==> config.mk <==
export PLATFORM = sky130hd
export DESIGN_NAME = riot_6532_flat
export DESIGN_NICKNAME = d
export VERILOG_FILES = /design/src/rtl/riot_6532_if.sv /design/src/rtl/riot_6532.sv /design/src/flat_wrapper.sv
export SDC_FILE = /design/constraint.sdc
export NUM_CORES = 1
export LEC_CHECK = 0
export CORE_ASPECT_RATIO = 1.4
export CORE_MARGIN = 4
export CORE_UTILIZATION = 50
export CTS_CLUSTER_DIAMETER = 150
export DETAILED_ROUTE_END_ITERATION = 10
export PLACE_DENSITY = 0.69
export RECOVER_POWER = 50
export SLEW_MARGIN = 0
export SYNTH_ARGS = -nofsm -noshare
export SYNTH_HDL_FRONTEND = slang
export SYNTH_SLANG_ARGS = --single-unit
==> constraint.sdc <==
create_clock -name CLK_n -period 2.18 [get_ports CLK_n]
set_input_delay 0.436 -clock CLK_n [delete_from_list [all_inputs] [get_ports CLK_n]]
set_output_delay 0.436 -clock CLK_n [all_outputs]
set_load 0.02 [all_outputs]
==> src/rtl/riot_6532_if.sv <==
// CPU-side bus of the 6532 RIOT: address, direction, write data and read data.
// The CPU wrapper uses the master view; the RIOT uses the slave view.
interface riot_6532_if;
    logic [12:0] A;
    logic        R_W_n;
    logic [7:0]  Din;
    logic [7:0]  Dout;

    modport master (output A, output R_W_n, output Din, input Dout);
    modport slave  (input A, input R_W_n, input Din, output Dout);
endinterface

==> src/rtl/riot_6532.sv <==
// 6532 RIOT: 128-byte scratch RAM, two 8-bit I/O ports with direction registers,
// PA7 edge detector and the programmable interval timer, on the console address map.
module riot_6532 (
    input  logic        CLK_n,
    input  logic        RES_n,
    riot_6532_if.slave  bus,
    input  logic [7:0]  PA_in,
    input  logic [7:0]  PB_in,
    output logic [7:0]  PA_out,
    output logic [7:0]  PB_out,
    output logic [7:0]  PA_oe,
    output logic [7:0]  PB_oe,
    output logic        IRQ_n
);
    logic [12:0] addr;
    logic        sel, rd, wr;
    logic        tc_sel, io_sel;
    logic        tim_wr, ctl_wr, tim_rd, flg_rd;
    logic        unused_addr_bits;

    assign addr   = bus.A;
    assign sel    = ~addr[12] & addr[7];
    assign rd     = sel & bus.R_W_n;
    assign wr     = sel & ~bus.R_W_n;
    assign io_sel = addr[9] & ~addr[2];
    assign tc_sel = addr[9] & addr[2];
    assign tim_wr = wr & tc_sel & addr[4];
    assign ctl_wr = wr & tc_sel & ~addr[4];
    assign tim_rd = rd & tc_sel & ~addr[0];
    assign flg_rd = rd & tc_sel & addr[0];
    assign unused_addr_bits = ^{addr[11:10], addr[8]};

    // Port, synchronizer and control state
    logic [7:0] ora_reg, ddra_reg, orb_reg, ddrb_reg;
    logic [7:0] pa_sync1_reg, pa_sync2_reg, pb_sync1_reg, pb_sync2_reg;
    logic       pa7_prev_reg;
    logic       pflag_reg, pflag_next;
    logic       pie_reg, edge_rise_reg;
    logic       pa7_edge;

    // Timer state
    logic [7:0] timer_reg, timer_next;
    logic [9:0] presc_reg, presc_next;
    logic [1:0] div_sel_reg, div_sel_next;
    logic       expired_reg, expired_next;
    logic       tflag_reg, tflag_next;
    logic       tie_reg, tie_next;
    logic       timer_tick, timer_wrap;

    // Read path
    logic [7:0] pa_rd, pb_rd, rd_mux;
    logic [7:0] rd_data_reg;
    logic       rd_src_ram_reg;
    logic [7:0] ram [0:127];
    logic [7:0] ram_q_reg;

    function automatic logic [9:0] reload_val(input logic [1:0] s);
        case (s)
            2'b00:   reload_val = 10'd0;
            2'b01:   reload_val = 10'd7;
            2'b10:   reload_val = 10'd63;
            default: reload_val = 10'd1023;
        endcase
    endfunction

    genvar gi;
    generate
        for (gi = 0; gi < 8; gi++) begin : g_port_rd
            assign pa_rd[gi] = ddra_reg[gi] ? ora_reg[gi] : pa_sync2_reg[gi];
            assign pb_rd[gi] = ddrb_reg[gi] ? orb_reg[gi] : pb_sync2_reg[gi];
        end
    endgenerate

    always_comb begin
        rd_mux = 8'h00;
        if (tc_sel) begin
            rd_mux = addr[0] ? {tflag_reg, pflag_reg, 6'b000000} : timer_reg;
        end else begin
            case (addr[1:0])
                2'b00:   rd_mux = pa_rd;
                2'b01:   rd_mux = ddra_reg;
                2'b10:   rd_mux = pb_rd;
                default: rd_mux = ddrb_reg;
            endcase
        end
    end

    // Expiry sets the flag even on a timer read edge; a timer write overrides both.
    always_comb begin
        timer_tick   = expired_reg | (presc_reg == 10'd0);
        timer_wrap   = timer_tick & (timer_reg == 8'h00);
        timer_next   = timer_reg;
        presc_next   = presc_reg;
        div_sel_next = div_sel_reg;
        expired_next = expired_reg;
        tflag_next   = tflag_reg;
        tie_next     = tie_reg;
        if (tim_wr) begin
            timer_next   = bus.Din;
            div_sel_next = addr[1:0];
            presc_next   = reload_val(addr[1:0]);
            expired_next = 1'b0;
            tflag_next   = 1'b0;
            tie_next     = addr[3];
        end else begin
            presc_next = (presc_reg == 10'd0) ? reload_val(div_sel_reg) : presc_reg - 10'd1;
            if (timer_tick) begin
                timer_next = timer_reg - 8'd1;
            end
            if (timer_wrap) begin
                tflag_next   = 1'b1;
                expired_next = 1'b1;
            end else if (tim_rd) begin
                tflag_next = 1'b0;
            end
            if (tim_rd) begin
                tie_next = addr[3];
            end
        end
    end

    always_comb begin
        pa7_edge = edge_rise_reg ? (pa_sync2_reg[7] & ~pa7_prev_reg)
                                 : (~pa_sync2_reg[7] & pa7_prev_reg);
        pflag_next = pflag_reg;
        if (pa7_edge) begin
            pflag_next = 1'b1;
        end else if (flg_rd) begin
            pflag_next = 1'b0;
        end
    end

    always_ff @(posedge CLK_n or negedge RES_n) begin
        if (!RES_n) begin
            ora_reg        <= 8'h00;
            ddra_reg       <= 8'h00;
            orb_reg        <= 8'h00;
            ddrb_reg       <= 8'h00;
            pa_sync1_reg   <= 8'h00;
            pa_sync2_reg   <= 8'h00;
            pb_sync1_reg   <= 8'h00;
            pb_sync2_reg   <= 8'h00;
            pa7_prev_reg   <= 1'b0;
            pflag_reg      <= 1'b0;
            pie_reg        <= 1'b0;
            edge_rise_reg  <= 1'b0;
            timer_reg      <= 8'h00;
            presc_reg      <= 10'd1023;
            div_sel_reg    <= 2'b11;
            expired_reg    <= 1'b0;
            tflag_reg      <= 1'b0;
            tie_reg        <= 1'b0;
            rd_data_reg    <= 8'h00;
            rd_src_ram_reg <= 1'b0;
        end else begin
            pa_sync1_reg <= PA_in;
            pa_sync2_reg <= pa_sync1_reg;
            pb_sync1_reg <= PB_in;
            pb_sync2_reg <= pb_sync1_reg;
            pa7_prev_reg <= pa_sync2_reg[7];
            pflag_reg    <= pflag_next;
            timer_reg    <= timer_next;
            presc_reg    <= presc_next;
            div_sel_reg  <= div_sel_next;
            expired_reg  <= expired_next;
            tflag_reg    <= tflag_next;
            tie_reg      <= tie_next;
            if (wr && io_sel) begin
                case (addr[1:0])
                    2'b00:   ora_reg  <= bus.Din;
                    2'b01:   ddra_reg <= bus.Din;
                    2'b10:   orb_reg  <= bus.Din;
                    default: ddrb_reg <= bus.Din;
                endcase
            end
            if (ctl_wr) begin
                edge_rise_reg <= addr[0];
                pie_reg       <= addr[1];
            end
            if (rd) begin
                rd_src_ram_reg <= ~addr[9];
                if (addr[9]) begin
                    rd_data_reg <= rd_mux;
                end
            end
        end
    end

    // RAM is deliberately left out of reset so it maps onto block RAM.
    always_ff @(posedge CLK_n) begin
        if (sel && !addr[9]) begin
            if (!bus.R_W_n) begin
                ram[addr[6:0]] <= bus.Din;
            end else begin
                ram_q_reg <= ram[addr[6:0]];
            end
        end
    end

    assign bus.Dout = rd_src_ram_reg ? ram_q_reg : rd_data_reg;
    assign PA_out   = ora_reg;
    assign PB_out   = orb_reg;
    assign PA_oe    = ddra_reg;
    assign PB_oe    = ddrb_reg;
    assign IRQ_n    = ~((tflag_reg & tie_reg) | (pflag_reg & pie_reg));
endmodule

==> src/flat_wrapper.sv <==
// flat-port wrapper written by rule: the top's interface ports become plain ports
module riot_6532_flat 
  (CLK_n, RES_n, PA_in, PB_in, PA_out, PB_out, PA_oe, PB_oe, IRQ_n, bus_A, bus_R_W_n, bus_Din, bus_Dout);
  riot_6532_if bus_i ();
  input  logic CLK_n;
  input  logic RES_n;
  input  logic [7:0] PA_in;
  input  logic [7:0] PB_in;
  output logic [7:0] PA_out;
  output logic [7:0] PB_out;
  output logic [7:0] PA_oe;
  output logic [7:0] PB_oe;
  output logic IRQ_n;
  input wire logic [$bits(bus_i.A)-1:0] bus_A;
  input wire logic [$bits(bus_i.R_W_n)-1:0] bus_R_W_n;
  input wire logic [$bits(bus_i.Din)-1:0] bus_Din;
  output wire logic [$bits(bus_i.Dout)-1:0] bus_Dout;
  assign bus_i.A = bus_A;
  assign bus_i.R_W_n = bus_R_W_n;
  assign bus_i.Din = bus_Din;
  assign bus_Dout = bus_i.Dout;
  riot_6532 u_core (.CLK_n(CLK_n), .RES_n(RES_n), .bus(bus_i), .PA_in(PA_in), .PB_in(PB_in), .PA_out(PA_out), .PB_out(PB_out), .PA_oe(PA_oe), .PB_oe(PB_oe), .IRQ_n(IRQ_n));
endmodule
==> run_results.csv <==
group,metric,value,unit
run_status,status,"finished with violations",
run_status,violations,"capacitance limit, slew limit, setup timing",
floorplanning,dieHeight,362,um
timing,max_slew.worst_pin.slew,2.30,ns
timing,setup_viol,9,
critical_path,arrival,2.82,ns
floorplanning,io-pin-count,81,
global_routing,grt-ovfl-total,0,
placement,portBuffers,77,
worst_hold_path,hold_depth,4,
timing,fmax,427,MHz
synth,ys_top_cells_by_area,"edfxtp_1 (69%), mux4_2 (7.0%), dfrtp_1 (4.9%), mux2i_1 (2.4%), mux2_2 (1.8%)",
global_routing,top_usage_layer,"met2",
global_routing,grtUsageMet3,5.41,%
cells_and_area,antenna_cells,0,
timing,slew-limit-headroom,-53.5,%
cells_and_area,mostFrequentLayoutCell,"edfxtp_1",
synth,synthDominantCellAreaShare,69.4,%
timing,fin_tns_setup,-0.467,ns
timing,drv_slew,316,
cells_and_area,largest_reg_flops,1024,
cts,numCtsBuffers,102,
timing,rsz0062_at_grt,"true",
timing,clock_skew,0.0350,ns
cells_and_area,multi_input_area,11400,um2
placement,post-place-ws,-1.36,ns
global_routing,grt_max_degree,95,
worst_hold_path,min_from,"bus_A[0]",
cts,h-tree-depth,3,
global_routing,grt_pass1_wl,188000,um
synth,synth_edf_count,1032,
global_routing,grt_pass1_vias,27578,
cts,clock-sinks,1132,
cts,clk_path_buf_depth,3,
cts,clk_latency,0.72,ns
synth,syn_area,44700,um2
floorplanning,fp.dieW,261,um
synth,synth.distinct_cells,77,
timing,hold_violations,0,
synth,yosys_warnings,0,
global_routing,groute.usage.overall,27.5,%
synth,synthesis.nets,2609,
global_routing,grtUsageMet2,47.2,%
critical_path,timing.rr.end,"u_core.ram_q_reg[0]",
route,drt_first_pass_iters,5,
cts,clockRootBuffer,"clkbuf_16",
cts,cts_tree,"done",
power,ir_drop,0.000577,V
worst_hold_path,holdPathEnd,"u_core.div_sel_reg[0]",
route,drt_wl_total,130000,um
cells_and_area,drive_above_1_share,34.4,%
power,total_leakage_power,19.0,nW
cts,clk_pin_slew,0.07,ns
route,drtAntennaViolNets,0,
timing,finalWorstSetupSlack,-0.164,ns
synth,synth_area_per_cell,17.4,um2
floorplanning,dieArea,94200,um2
floorplanning,coreArea,88400,um2
critical_path,critPathRequiredTime,2.66,ns
floorplanning,std_cell_rows,129,
flow_run,drv_cap,5,
floorplanning,start_util,50.5,%
placement,dp_hpwl,86700,um
synth,ys_seq_area_share,75.0,%
cells_and_area,area_delta_synth_final,24.8,%
synth,ys_seq_elements,1132,
cells_and_area,fillCellCount,6122,
global_routing,antenna_found_initial,0,
synth,postSynth.asyncResetShare,8.83,%
worst_hold_path,hold_path.class,"in2reg",
route,routedWlPerCell,29.9,um
synth,yosys.area.top_type,"edfxtp_1",
timing,fin_crit,2.34,ns
synth,synthFlopType,"edfxtp_1",
cells_and_area,finalNetCount,3119,
global_routing,grtUsageMet1,32.7,%
critical_path,start_kind,"register",
route,via_per_inst,6.17,
synth,synth_cells,2566,
timing,period_share,108,%
critical_path,cp_max_fo,1,
cells_and_area,layout_common_cells,"edfxtp_1 (1032), buf_4 (339), nand2_1 (158)",
cells_and_area,seq_area,33500,um2
critical_path,ff2ff_path_depth,5,
placement,gp_congestion,0.987,
critical_path,r2r_start,"u_core.ram[86][0]",
route,vias,26780,
critical_path,worst-setup-path-type,"reg2reg",
route,first_iter_violations,2962,
critical_path,regToRegSetupSlack,-0.16,ns
critical_path,endpoint_kind,"register",
power,p_per_area,848,nW/um2
route,drc,0,
worst max-delay path, stage by stage, from the launching register on:
cell and delay (ns):
edfxtp_1 0.38, mux4_2 0.53, nand2b_4 0.17, a222oi_1 0.64, a311oi_1 0.19, a31o_1 0.21
worst max-delay path by stage:
stage / endpoint / slack [ns] / start
2_1_floorplan: u_core.ram[113][0] / -0.11 / bus_A[6]
3_3_place_gp: u_core.ram_q_reg[4] / -1.26 / bus_A[3]
3_5_place_dp: u_core.ram_q_reg[4] / -1.36 / bus_A[3]
4_1_cts: u_core.ram_q_reg[0] / -0.17 / u_core.ram[86][0]
5_1_grt: u_core.ram_q_reg[0] / -0.22 / u_core.ram[86][0]
6_report: u_core.ram_q_reg[0] / -0.16 / u_core.ram[86][0]
per-layer routing:
layer,wire (um),vias to the layer above
met5,0,-
met4,8340,0
met3,9970,373
met2,66400,1425
met1,45200,13713
li1,-,11269
through the flow:
stage	hold slack (ns)	instances	total power, mW	instance area (um2)	utilization (%)
2_1_floorplan	0.140	2566	26.9	45800	-
3_3_place_gp	0.343	4107	28.9	51700	58.4
3_5_place_dp	0.338	4107	29.0	51700	58.4
4_1_cts	0.0252	4329	47.3	55700	63.0
5_1_grt	0.191	4341	48.6	55700	63.0
6_report	0.219	4341	47.3	55700	63.0
cell families (layout without fill, tap and decap cells):
group | count (synthesis) | after routing | share of synthesized area [%]
AND/OR/NAND/NOR | 482 | 482 | 5.06
flip-flops | 1132 | 1132 | 75.0
adder cells (fa/ha/maj) | 3 | 3 | 0.0841
buffers and inverters | 173 | 769 | 1.88
AO/OA/AOI/OAI | 445 | 445 | 6.48
XOR/XNOR | 13 | 13 | 0.255
multiplexers | 318 | 318 | 11.2
area by class of cell:
cell class,count,area share [%]
flip-flops and latches,1132,60.1
multi-input cells,1261,20.5
clock buffers,118,4.77
repair buffers,566,10.4
clock inverters,72,1.40
inverters,13,0.0876
well taps,1179,2.65
cell usage after synthesis, types with 17 or more instances:
library cell / instances
edfxtp_1: 1032
nor2_1: 177
nand2_1: 176
mux4_2: 138
a21oi_1: 121
mux2i_1: 106
o21ai_0: 104
dfrtp_1: 88
mux2_2: 73
clkbuf_1: 72
o221ai_1: 58
buf_2: 54
o22ai_1: 38
nand2b_1: 22
buf_4: 21
a222oi_1: 20
nand3_1: 17
repair_timing:
action / in CTS / in global routing
hold buffers: 2 / 0
pin swaps: 21 / 17
setup endpoints to repair: 50 / 24
hold endpoints to repair: 35 / 0
setup buffers: 29 / 12
gates resized for setup: 160 / 31
gates cloned: 3 / 1
report_power, final:
part / total [mW] / internal [mW] / leakage [nW] / switching [mW]
clock: 18.5 / 10.4 / 1.64 / 8.02
combinational: 4.26 / 1.81 / 6.87 / 2.45
sequential: 24.5 / 24.1 / 10.5 / 0.390
total: 47.3 / 36.4 / 19.0 / 10.9
(Power assumes the default switching activity.)
